==> config.mk <==
export PLATFORM = sky130hd
export DESIGN_NAME = rv32i_rf_wb_arb
export DESIGN_NICKNAME = d
export VERILOG_FILES = /design/src/rtl/rv32i_rf_wb_arb_pkg.sv /design/src/rtl/rv32i_rf_wb_arb_rr_arbiter.sv /design/src/rtl/rv32i_rf_wb_arb.sv
export SDC_FILE = /design/constraint.sdc
export NUM_CORES = 1
export LEC_CHECK = 0
export CAP_MARGIN = 5
export CELL_PAD_IN_SITES_DETAIL_PLACEMENT = 2
export CELL_PAD_IN_SITES_GLOBAL_PLACEMENT = 2
export CORE_AREA = 5 5 130 132
export DETAILED_ROUTE_END_ITERATION = 10
export DIE_AREA = 0 0 135 137
export PLACE_DENSITY = 0.87
export SETUP_SLACK_MARGIN = 0.15
export SYNTH_ARGS = -nofsm -noshare
export SYNTH_HDL_FRONTEND = slang
export SYNTH_SLANG_ARGS = --single-unit
export TNS_END_PERCENT = 5
==> constraint.sdc <==
create_clock -name clk -period 5 [get_ports clk]
set_clock_uncertainty 0.2 [all_clocks]
set_input_delay 1 -clock clk [delete_from_list [all_inputs] [get_ports clk]]
set_output_delay 1 -clock clk [all_outputs]
set_load 0.005 [all_outputs]
==> src/rtl/rv32i_rf_wb_arb_pkg.sv <==
// Shared constants and types for the RV32I register-file writeback path.
// Imported by the writeback arbiter top and its round-robin sub-block.
package rv32i_rf_wb_arb_pkg;

    localparam int XLEN       = 32;
    localparam int REG_AW     = 5;
    localparam int NUM_WB_REQ = 2;

    localparam logic [REG_AW-1:0] REG_ZERO = '0;

    typedef struct packed {
        logic [REG_AW-1:0] rd;
        logic [XLEN-1:0]   data;
    } wb_req_t;

endpackage

==> src/rtl/rv32i_rf_wb_arb_rr_arbiter.sv <==
// Generic round-robin arbiter: one-hot grant to the first requester after the
// last one that was advanced past; the pointer moves only when advance is set.
module rr_arbiter #(
    parameter int N = 2
) (
    input  logic         clk,
    input  logic         rst,
    input  logic [N-1:0] req,
    input  logic         advance,
    output logic [N-1:0] grant
);

    localparam int IW = (N > 1) ? $clog2(N) : 1;

    logic [IW-1:0] last_q;
    logic [IW-1:0] last_d;
    logic          found;

    // Scan outward from last_q+1 so the most recent winner is considered last.
    always_comb begin
        grant = '0;
        found = 1'b0;
        for (int off = 1; off <= N; off++) begin
            for (int i = 0; i < N; i++) begin
                if (!found && req[i] && (i == ((int'(last_q) + off) % N))) begin
                    grant[i] = 1'b1;
                    found    = 1'b1;
                end
            end
        end
    end

    always_comb begin
        last_d = last_q;
        if (advance) begin
            for (int i = 0; i < N; i++) begin
                if (grant[i]) begin
                    last_d = IW'(i);
                end
            end
        end
    end

    // Reset points at the highest index so requester 0 wins the first round.
    always_ff @(posedge clk) begin
        if (rst) begin
            last_q <= IW'(N - 1);
        end else begin
            last_q <= last_d;
        end
    end

endmodule

==> src/rtl/rv32i_rf_wb_arb.sv <==
// Shares the register-file rd write port between the ALU and LSU writeback
// requesters, registering the winning write and mirroring it as a bypass view.
module rv32i_rf_wb_arb #(
    parameter int NUM_REQ = rv32i_rf_wb_arb_pkg::NUM_WB_REQ,
    parameter int XLEN    = rv32i_rf_wb_arb_pkg::XLEN,
    parameter int REG_AW  = rv32i_rf_wb_arb_pkg::REG_AW
) (
    input  logic                      clk,
    input  logic                      rst,
    input  logic [NUM_REQ-1:0]        req_valid,
    output logic [NUM_REQ-1:0]        req_ready,
    input  logic [NUM_REQ*REG_AW-1:0] req_rd,
    input  logic [NUM_REQ*XLEN-1:0]   req_data,
    input  logic                      rf_hold,
    output logic                      rf_we,
    output logic [REG_AW-1:0]         rf_waddr,
    output logic [XLEN-1:0]           rf_wdata,
    output logic                      fwd_vld,
    output logic [REG_AW-1:0]         fwd_addr,
    output logic [XLEN-1:0]           fwd_data,
    output logic [31:0]               commit_cnt
);

    import rv32i_rf_wb_arb_pkg::*;

    logic [NUM_REQ-1:0] grant;
    logic [NUM_REQ-1:0] xfer_vec;
    logic               xfer;
    logic [REG_AW-1:0]  sel_rd;
    logic [XLEN-1:0]    sel_data;

    logic               we_q,     we_d;
    logic [REG_AW-1:0]  waddr_q,  waddr_d;
    logic [XLEN-1:0]    wdata_q,  wdata_d;
    logic [31:0]        commit_cnt_q, commit_cnt_d;

    rr_arbiter #(
        .N (NUM_REQ)
    ) u_arb (
        .clk     (clk),
        .rst     (rst),
        .req     (req_valid),
        .advance (xfer),
        .grant   (grant)
    );

    assign req_ready = grant & {NUM_REQ{~rf_hold & ~rst}};
    assign xfer_vec  = req_valid & req_ready;
    assign xfer      = |xfer_vec;

    always_comb begin
        sel_rd   = '0;
        sel_data = '0;
        for (int i = 0; i < NUM_REQ; i++) begin
            if (xfer_vec[i]) begin
                sel_rd   = req_rd[i*REG_AW +: REG_AW];
                sel_data = req_data[i*XLEN +: XLEN];
            end
        end
    end

    // Writes to x0 complete the handshake but never raise the write enable.
    always_comb begin
        we_d         = xfer && (sel_rd != REG_ZERO);
        waddr_d      = xfer ? sel_rd   : waddr_q;
        wdata_d      = xfer ? sel_data : wdata_q;
        commit_cnt_d = we_d ? (commit_cnt_q + 32'd1) : commit_cnt_q;
    end

    always_ff @(posedge clk) begin
        if (rst) begin
            we_q         <= 1'b0;
            waddr_q      <= '0;
            wdata_q      <= '0;
            commit_cnt_q <= '0;
        end else begin
            we_q         <= we_d;
            waddr_q      <= waddr_d;
            wdata_q      <= wdata_d;
            commit_cnt_q <= commit_cnt_d;
        end
    end

    assign rf_we      = we_q;
    assign rf_waddr   = waddr_q;
    assign rf_wdata   = wdata_q;
    assign fwd_vld    = we_q;
    assign fwd_addr   = waddr_q;
    assign fwd_data   = wdata_q;
    assign commit_cnt = commit_cnt_q;

endmodule
# [After elaboration in Yosys (flattened, before gate mapping)]
# Cells that the tools add are included.
[op_classes] add_sub_neg=3 eq_ne=2 n_mux=12 bitwise_logic=7 reduce_logical=17
[op_table] operator="32-bit zero test" n=2
[op_table] operator="32-bit 2-to-1 mux" n=2
[op_table] operator="32-bit by 1-bit adder with 32-bit output (second input constant)" n=1
[op_table] operator="5-bit 2-to-1 mux" n=2
[op_table] operator="1-bit logical AND" n=8
[op_table] operator="1-bit 2-to-1 mux" n=8
[op_table] operator="5-bit nonzero test" n=1
[op_table] operator="2-bit bitwise AND" n=2
[op_table] operator="2-bit equality test (first input constant)" n=2
[op_table] operator="1-bit zero test" n=3
[op_table] operator="1-bit adder (second input constant)" n=2
[op_table] operator="1-bit bitwise AND (first input constant)" n=2
[op_table] operator="1-bit NOT" n=2
[op_table] operator="2-bit AND reduction" n=1
[op_table] operator="2-bit nonzero test" n=1
[op_table] operator="2-bit OR reduction" n=1
[op_table] operator="1-bit bitwise AND" n=1
[word_totals] ff_bits=71 output_inout_bits=110 elab_cells=46

# [Longest topological paths before layout]
# Gate-level depths: netlist of run 1.
[logic_depth] depth_word=23 mapped_depth=8 mapped_depth_nobuf=6

# [Cells and area by module]
# A second synthesis of run 1 with hierarchy kept.
[hier_totals] cells_unflattened=412 hier_area_um2=3626.0
[by_module_without_submodules] mod="rv32i_rf_wb_arb" instances=1 cells_each=405 area_per_inst_um2=3564.7
[by_module_without_submodules] mod="rr_arbiter" instances=1 cells_each=7 area_per_inst_um2=61.3

# [Worst setup path before layout of run 1]
# OpenSTA, ideal clock, no wires.
[synth_timing] path_kind="input-to-reg" start="input rst" end="register commit_cnt_q[31] (netlist: commit_cnt[31])" arrival_ns=2.629 setup_slack_ns=2.100 cell_stages=7 cell_sequence="buf_6 -> nor2_8 -> o2111ai_2 -> or4_4 -> buf_6 -> or4_1 -> a21oi_1"
[synth_via] elab_chain_cells=8
[synth_rtl] element="start: declaration" line_no="rv32i_rf_wb_arb.sv:9" source="input logic rst,"
[synth_rtl] element="1-bit NOT" line_no="rv32i_rf_wb_arb.sv:47" source="assign req_ready = grant & {NUM_REQ{~rf_hold & ~rst}};"
[synth_rtl] element="1-bit bitwise AND" line_no="rv32i_rf_wb_arb.sv:47"
[synth_rtl] element="2-bit bitwise AND" line_no="rv32i_rf_wb_arb.sv:47"
[synth_rtl] element="2-bit bitwise AND" line_no="rv32i_rf_wb_arb.sv:48" source="assign xfer_vec = req_valid & req_ready;"
[synth_rtl] element="5-bit 2-to-1 mux (2 in a row)" line_no="rv32i_rf_wb_arb.sv:55" source="if (xfer_vec[i]) begin"
[synth_rtl] element="5-bit nonzero test" line_no="rv32i_rf_wb_arb.sv:64" source="we_d = xfer && (sel_rd != REG_ZERO);"
[synth_rtl] element="1-bit logical AND" line_no="rv32i_rf_wb_arb.sv:64"
[synth_rtl] element="end signal: assignment" line_no="rv32i_rf_wb_arb.sv:80" source="commit_cnt_q <= commit_cnt_d;"
[synth_rtl] element="end: declaration" line_no="rv32i_rf_wb_arb.sv:35" source="logic [31:0] commit_cnt_q, commit_cnt_d;"
# Parallel ways exist; a longest one is shown, timed or not.
# A chain may end at the register's enable or synchronous reset.

# [Worst setup path after layout of run 1]
[layout_timing] start="input rf_hold" end="output req_ready[0]"
[layout_via] elab_chain_cells=3
[layout_rtl] element="start: declaration" line_no="rv32i_rf_wb_arb.sv:14" source="input logic rf_hold,"
[layout_rtl] element="1-bit NOT" line_no="rv32i_rf_wb_arb.sv:47"
[layout_rtl] element="1-bit bitwise AND" line_no="rv32i_rf_wb_arb.sv:47"
[layout_rtl] element="2-bit bitwise AND" line_no="rv32i_rf_wb_arb.sv:47"
[layout_rtl] element="end: declaration" line_no="rv32i_rf_wb_arb.sv:11" source="output logic [NUM_REQ-1:0] req_ready,"
# No other way between the ends.

==> results of run 1 <==
## kinds of logic after synthesis
kind of cell	share of synthesized area, %
adder cells (fa/ha/maj)	0.374
multiplexers	0.599
AND/OR/NAND/NOR	19.7
XOR/XNOR	0.262
AO/OA/AOI/OAI	23.0
buffers and inverters	13.5
flip-flops	42.5
## synthesized netlist by cell type (all sizes together) (2+ instances only)
cell type,instances
a21oi,29
a222oi,37
and3,3
buf,40
clkbuf,29
dfxtp,71
inv,9
mux2i,2
nand2,8
nand2b,3
nand3,15
nand4,9
nor2,47
o21ai,7
o31ai,22
or3,6
or4,25
## power breakdown
part	total (uW)	internal [uW]	switching [uW]
Sequential	598	583	15.5
Combinational	203	126	76.9
Clock	757	502	255
## flip-flops by register name (all words and copies together) (netlist names)
signal / cells
commit_cnt: 32
fwd_addr: 5
fwd_data: 32
fwd_vld: 1
u_arb.last_q: 1
## routing by layer
layer	vias to the layer above	wire, um	global-route usage, %	share of wire [%]
li1	1680	-	-	-
met1	1811	5830	16.8	41
met2	120	7360	27.1	51
met3	15	904	3.90	6.3
met4	0	221	4.82	1.5
met5	-	0	0	0
## worst paths after layout
| kind | endpoint | slack, ns | cells past startpoint |
|---|---|---|---|
| setup / recovery | req_ready[0] | 1.32 | 5 |
| setup reg to reg | commit_cnt[31] | 2.22 | 5 |
| hold / removal | u_arb.last_q | 0.29 | 1 |
| hold reg to reg | u_arb.last_q | 0.29 | 1 |
## final cells by class
| cell class | instances | area [um2] | area share, % |
|---|---|---|---|
| clock inverter | 5 | 104 | 1.90 |
| timing repair buffer | 193 | 1910 | 35.1 |
| sequential | 71 | 1420 | 26.0 |
| tap | 216 | 270 | 4.95 |
| multi-input combinational | 225 | 1470 | 27.0 |
| clock buffer | 11 | 243 | 4.45 |
| inverter | 9 | 33.8 | 0.619 |
## through the flow
step	hold slack, ns	setup WS (ns)	area, um2
finish	0.293	1.32	5460
floorplan	0.249	2.10	3340
detailed placement	0.282	1.21	5110
CTS	0.292	1.29	5460
global placement	0.262	1.35	5110
global route	0.320	1.22	5460
## worst register-to-register path, stage by stage (launching register included)
cell and delay (ns):
dfxtp_1 0.45, and4_1 0.30, nor4bb_1 0.93, nand4_1 0.22, or4_1 0.46, a21oi_1 0.15
==> impl_metrics.toml, run 1 <==
[setup_path]
cpPeakStageDelay_ns = 0.53
crit_chain = "clkdlybuf4s50_1 -> nor2_8 -> nand3_1 -> inv_1 -> clkdlybuf4s50_1"
worstPathArrival_ns = 2.48
worstSetupPathType = "in2out"
cp_num_buf_inv = 3
worst_path_max_delay_cell = "clkdlybuf4s50_1"
cp-start-kind = "input port"
end_kind = "output pin"
startpoint = "rf_hold"
worstPathRequired_ns = 3.80
crit_fanout = 5
critPathTopFamily = "buffers and inverters"
r2r-start = "commit_cnt[18]"
cp_common_cell = "clkdlybuf4s50_1"

[floorplanning]
num_rows = 46
coreArea_mm2 = 0.0156
initial_core_util_pct = 21.4
design.die.area_mm2 = 0.0185
die_width_um = 135
die_h_um = 137
ios = 189

[power_and_ir_drop]
cellPowerDensity_mw_per_mm2 = 286
ir_drop_uv = 159
p_total_uw = 1560
p_leak_uw = 0.00179

[timing]
worst_pin_slew_ns = 1.06
hold_viol_final = 0
layout_worst_path_cycle_share_pct = 73.6
period_needed_ns = 3.68
relSlewSlack_pct = 28.2
drv_slew = 0
setup_viol = 0
timing.fmax_mhz = 272
rsz0062_at_grt = "false"
tns_ns = 0

[yosys]
synthDistinctLibCells = 33
ys_ff_latch = 71
ys_top_cells_by_area = "dfxtp_1 (43%), a222oi_1 (11%), buf_4 (8.5%), or4_1 (5.4%), nor2_1 (5.2%)"
syn_avg_cell_area_um2 = 8.93
synth_fp_nets = 454
synth_edf_count = 0
yosysTopAreaCell = "dfxtp_1"
synth_flop_cell = "dfxtp_1"
synth_top_area_share_pct = 42.5
postSynth.asyncResetShare_pct = 0
yosysWarnings = 0
syn_area_mm2 = 0.00334
synthCells = 374
seq_area_frac_synth_pct = 42.5

[outcome]
status = "completed"

[hold_path]
hp-start = "u_arb.last_q"
hold_path_class = "reg2reg"

[routing]
drc_errors = 0
drt_wl_total_mm = 14.3
drt_iter0_markers = 305
vias = 3626
avgViaCountPerCell = 4.97
drtAntennaViolNets = 0
routedWlPerCell_um = 19.6
first_pass_iters = 8

[clock_tree]
cts-resized-gates = 0
cts_hold_buffers = 0
clockRootBuffer = "clkbuf_16"
cts_tree = "yes"
clk_pin_slew_ns = 0.06
post-cts-setup-buffers = 0
h-tree-depth = 3
clk_latency_ns = 0.33
clockBufferDepth = 2
cts.sink_count = 71
cts_made_buffers = 9

[place]
place_congestion = 0.734
place.port_buffers = 188
place_inst = 714
hpwl_mm = 10.5

[final_layout]
layoutNonFillerInstCount = 730
diodes = 0
area_delta_synth_final_pct = 63.4
layout.nets = 589
fillers = 1732
final_cell_mix = "clkdlybuf4s50_1 (187), dfxtp_1 (71), nor2_1 (46)"
drive_gt1_share_pct = 4.86
fin_util_pct = 35.0
layout_commonest_cell = "clkdlybuf4s50_1"

[global_routing]
grt_max_degree = 71
grt_pass1_vias = 3897
grt_pass1_wl_mm = 21.8
antenna_found_initial = 0
grt_overflow = 0
grt_usage_pct = 14.8

[job]
cap_violations = 0
Note: power is estimated with default switching activity, not from simulation.
==> run 2, diff against run 1 <==
- CORE_AREA: 5 5 130 132 -> 5 5 139 141
- DIE_AREA: 0 0 135 137 -> 0 0 144 146
- PLACE_DENSITY: 0.87 -> 0.8
- clock period: 5 -> 3 ns (I/O delays scaled with it)
==> impl_metrics.toml, run 2 (same netlist as run 1, synthesis figures left out) <==
[timing]
layout_worst_path_cycle_share_pct = 87.2
finalWorstSetupSlack_ns = 0.385
worst_pin_slew_ns = 0.821
hold_viol_final = 0
period_needed_ns = 2.61
rsz0062_at_grt = "false"
tns_ns = 0
relSlewSlack_pct = 45.3
setup_viol = 0
drv_slew = 0
timing.fmax_mhz = 382

[final_layout]
drive_gt1_share_pct = 5.79
diodes = 0
area_delta_synth_final_pct = 64.1
final_cell_mix = "clkdlybuf4s50_1 (184), dfxtp_1 (71), nor2_1 (46)"
layout_commonest_cell = "clkdlybuf4s50_1"
fillers = 1954
seq_area_mm2 = 0.00142
multi_input_area_mm2 = 0.00147
layout.nets = 593

[setup_path]
cp-start-kind = "input port"
worstPathArrival_ns = 1.81
end_kind = "output pin"
worstPathRequired_ns = 2.20
crit_fanout = 5
worstSetupPathType = "in2out"

[power_and_ir_drop]
p_leak_uw = 0.00180
ir_drop_uv = 233
cellPowerDensity_mw_per_mm2 = 445

[clock_tree]
cts_made_buffers = 9
cts.sink_count = 71
clk_latency_ns = 0.34
cts_tree = "yes"
cts_hold_buffers = 0
clockBufferDepth = 2
clockRootBuffer = "clkbuf_16"
h-tree-depth = 3
clk_pin_slew_ns = 0.07

[global_routing]
grt_overflow = 0
grt_usage_pct = 13.0
grt_pass1_vias = 3907
grt_max_degree = 71
grt_pass1_wl_mm = 21.7
antenna_found_initial = 0

[routing]
routedWlPerCell_um = 18.9
avgViaCountPerCell = 4.83
drt_wl_total_mm = 14.1
drc_errors = 0
drtAntennaViolNets = 0
first_pass_iters = 5
vias = 3607
drt_iter0_markers = 224

[floorplanning]
die_h_um = 146
initial_core_util_pct = 18.7
die_width_um = 144
num_rows = 49
coreArea_mm2 = 0.0178
ios = 189
design.die.area_mm2 = 0.0210

[place]
hpwl_mm = 10.6
place_congestion = 0.742
place.port_buffers = 188
preCtsSetupSlack_ns = -0.128

[job]
cap_violations = 0

[hold_path]
hold_path_class = "reg2reg"

[outcome]
status = "completed"
[run 2: cell count changes in the layout (fill, tap and decap cells not counted), sizes merged, moves of 2 or more]
cell and change:
buf +4, clkdlybuf4s50 -3, bufinv -2, clkinvlp +2, dlymetal6s2s +2
[run 2: per-layer routing]
metal | global-route usage (%) | vias up | wire length, um
li1 | - | 1694 | -
met1 | 14.7 | 1777 | 5580
met2 | 23.8 | 122 | 7360
met3 | 2.99 | 14 | 951
met4 | 4.43 | 0 | 219
met5 | 0 | - | 0
[run 2: final timing paths]
check | start | end | slack, ns | cells after the start
setup / recovery | rf_hold | req_ready[1] | 0.39 | 5
hold / removal | u_arb.last_q | u_arb.last_q | 0.30 | 1
setup reg to reg | commit_cnt[0] | commit_cnt[25] | 0.60 | 4
hold reg to reg | u_arb.last_q | u_arb.last_q | 0.30 | 1
[run 2: where the power goes]
| group | internal (uW) | leakage, uW | total (uW) | switching, uW |
|---|---|---|---|---|
| Sequential | 971 | 0.000576 | 998 | 26.4 |
| Clock | 671 | 0.000145 | 1110 | 435 |
| Combinational | 212 | 0.00108 | 338 | 125 |
[run 2: cell type report]
type / count / area share [%]
repair buffers: 197 / 35.8
multi-input cells: 225 / 26.9
flip-flops and latches: 71 / 25.9
well taps: 229 / 5.23
clock buffers: 10 / 4.36
clock inverters: 6 / 1.23
inverters: 9 / 0.616
[run 2: repair_timing]
action / in CTS / in global routing
pin swaps: 0 / 0
endpoints found under the setup margin: 2 / 2
gates resized for setup: 1 / 2
buffers inserted: 0 / 0
[run 2: stage by stage]
| stage | power (uW) | util, % | hold WS (ns) | std cells | area (um2) |
|---|---|---|---|---|---|
| 5_1_grt | 2560 | 30.7 | 0.328 | 747 | 5480 |
| 6_report | 2440 | 30.7 | 0.301 | 747 | 5480 |
| 3_3_place_gp | 1350 | 29.0 | 0.265 | 731 | 5170 |
| 3_5_place_dp | 1360 | 29.0 | 0.293 | 731 | 5170 |
| 2_1_floorplan | 1140 | - | 0.249 | 374 | 3340 |
| 4_1_cts | 2500 | 30.7 | 0.305 | 747 | 5480 |
[run 2: worst max-delay path: stages]
cell and delay, ns:
dlygate4sd2_1 0.31, nor2_8 0.16, nand3_1 0.12, inv_1 0.10, clkdlybuf4s50_1 0.53
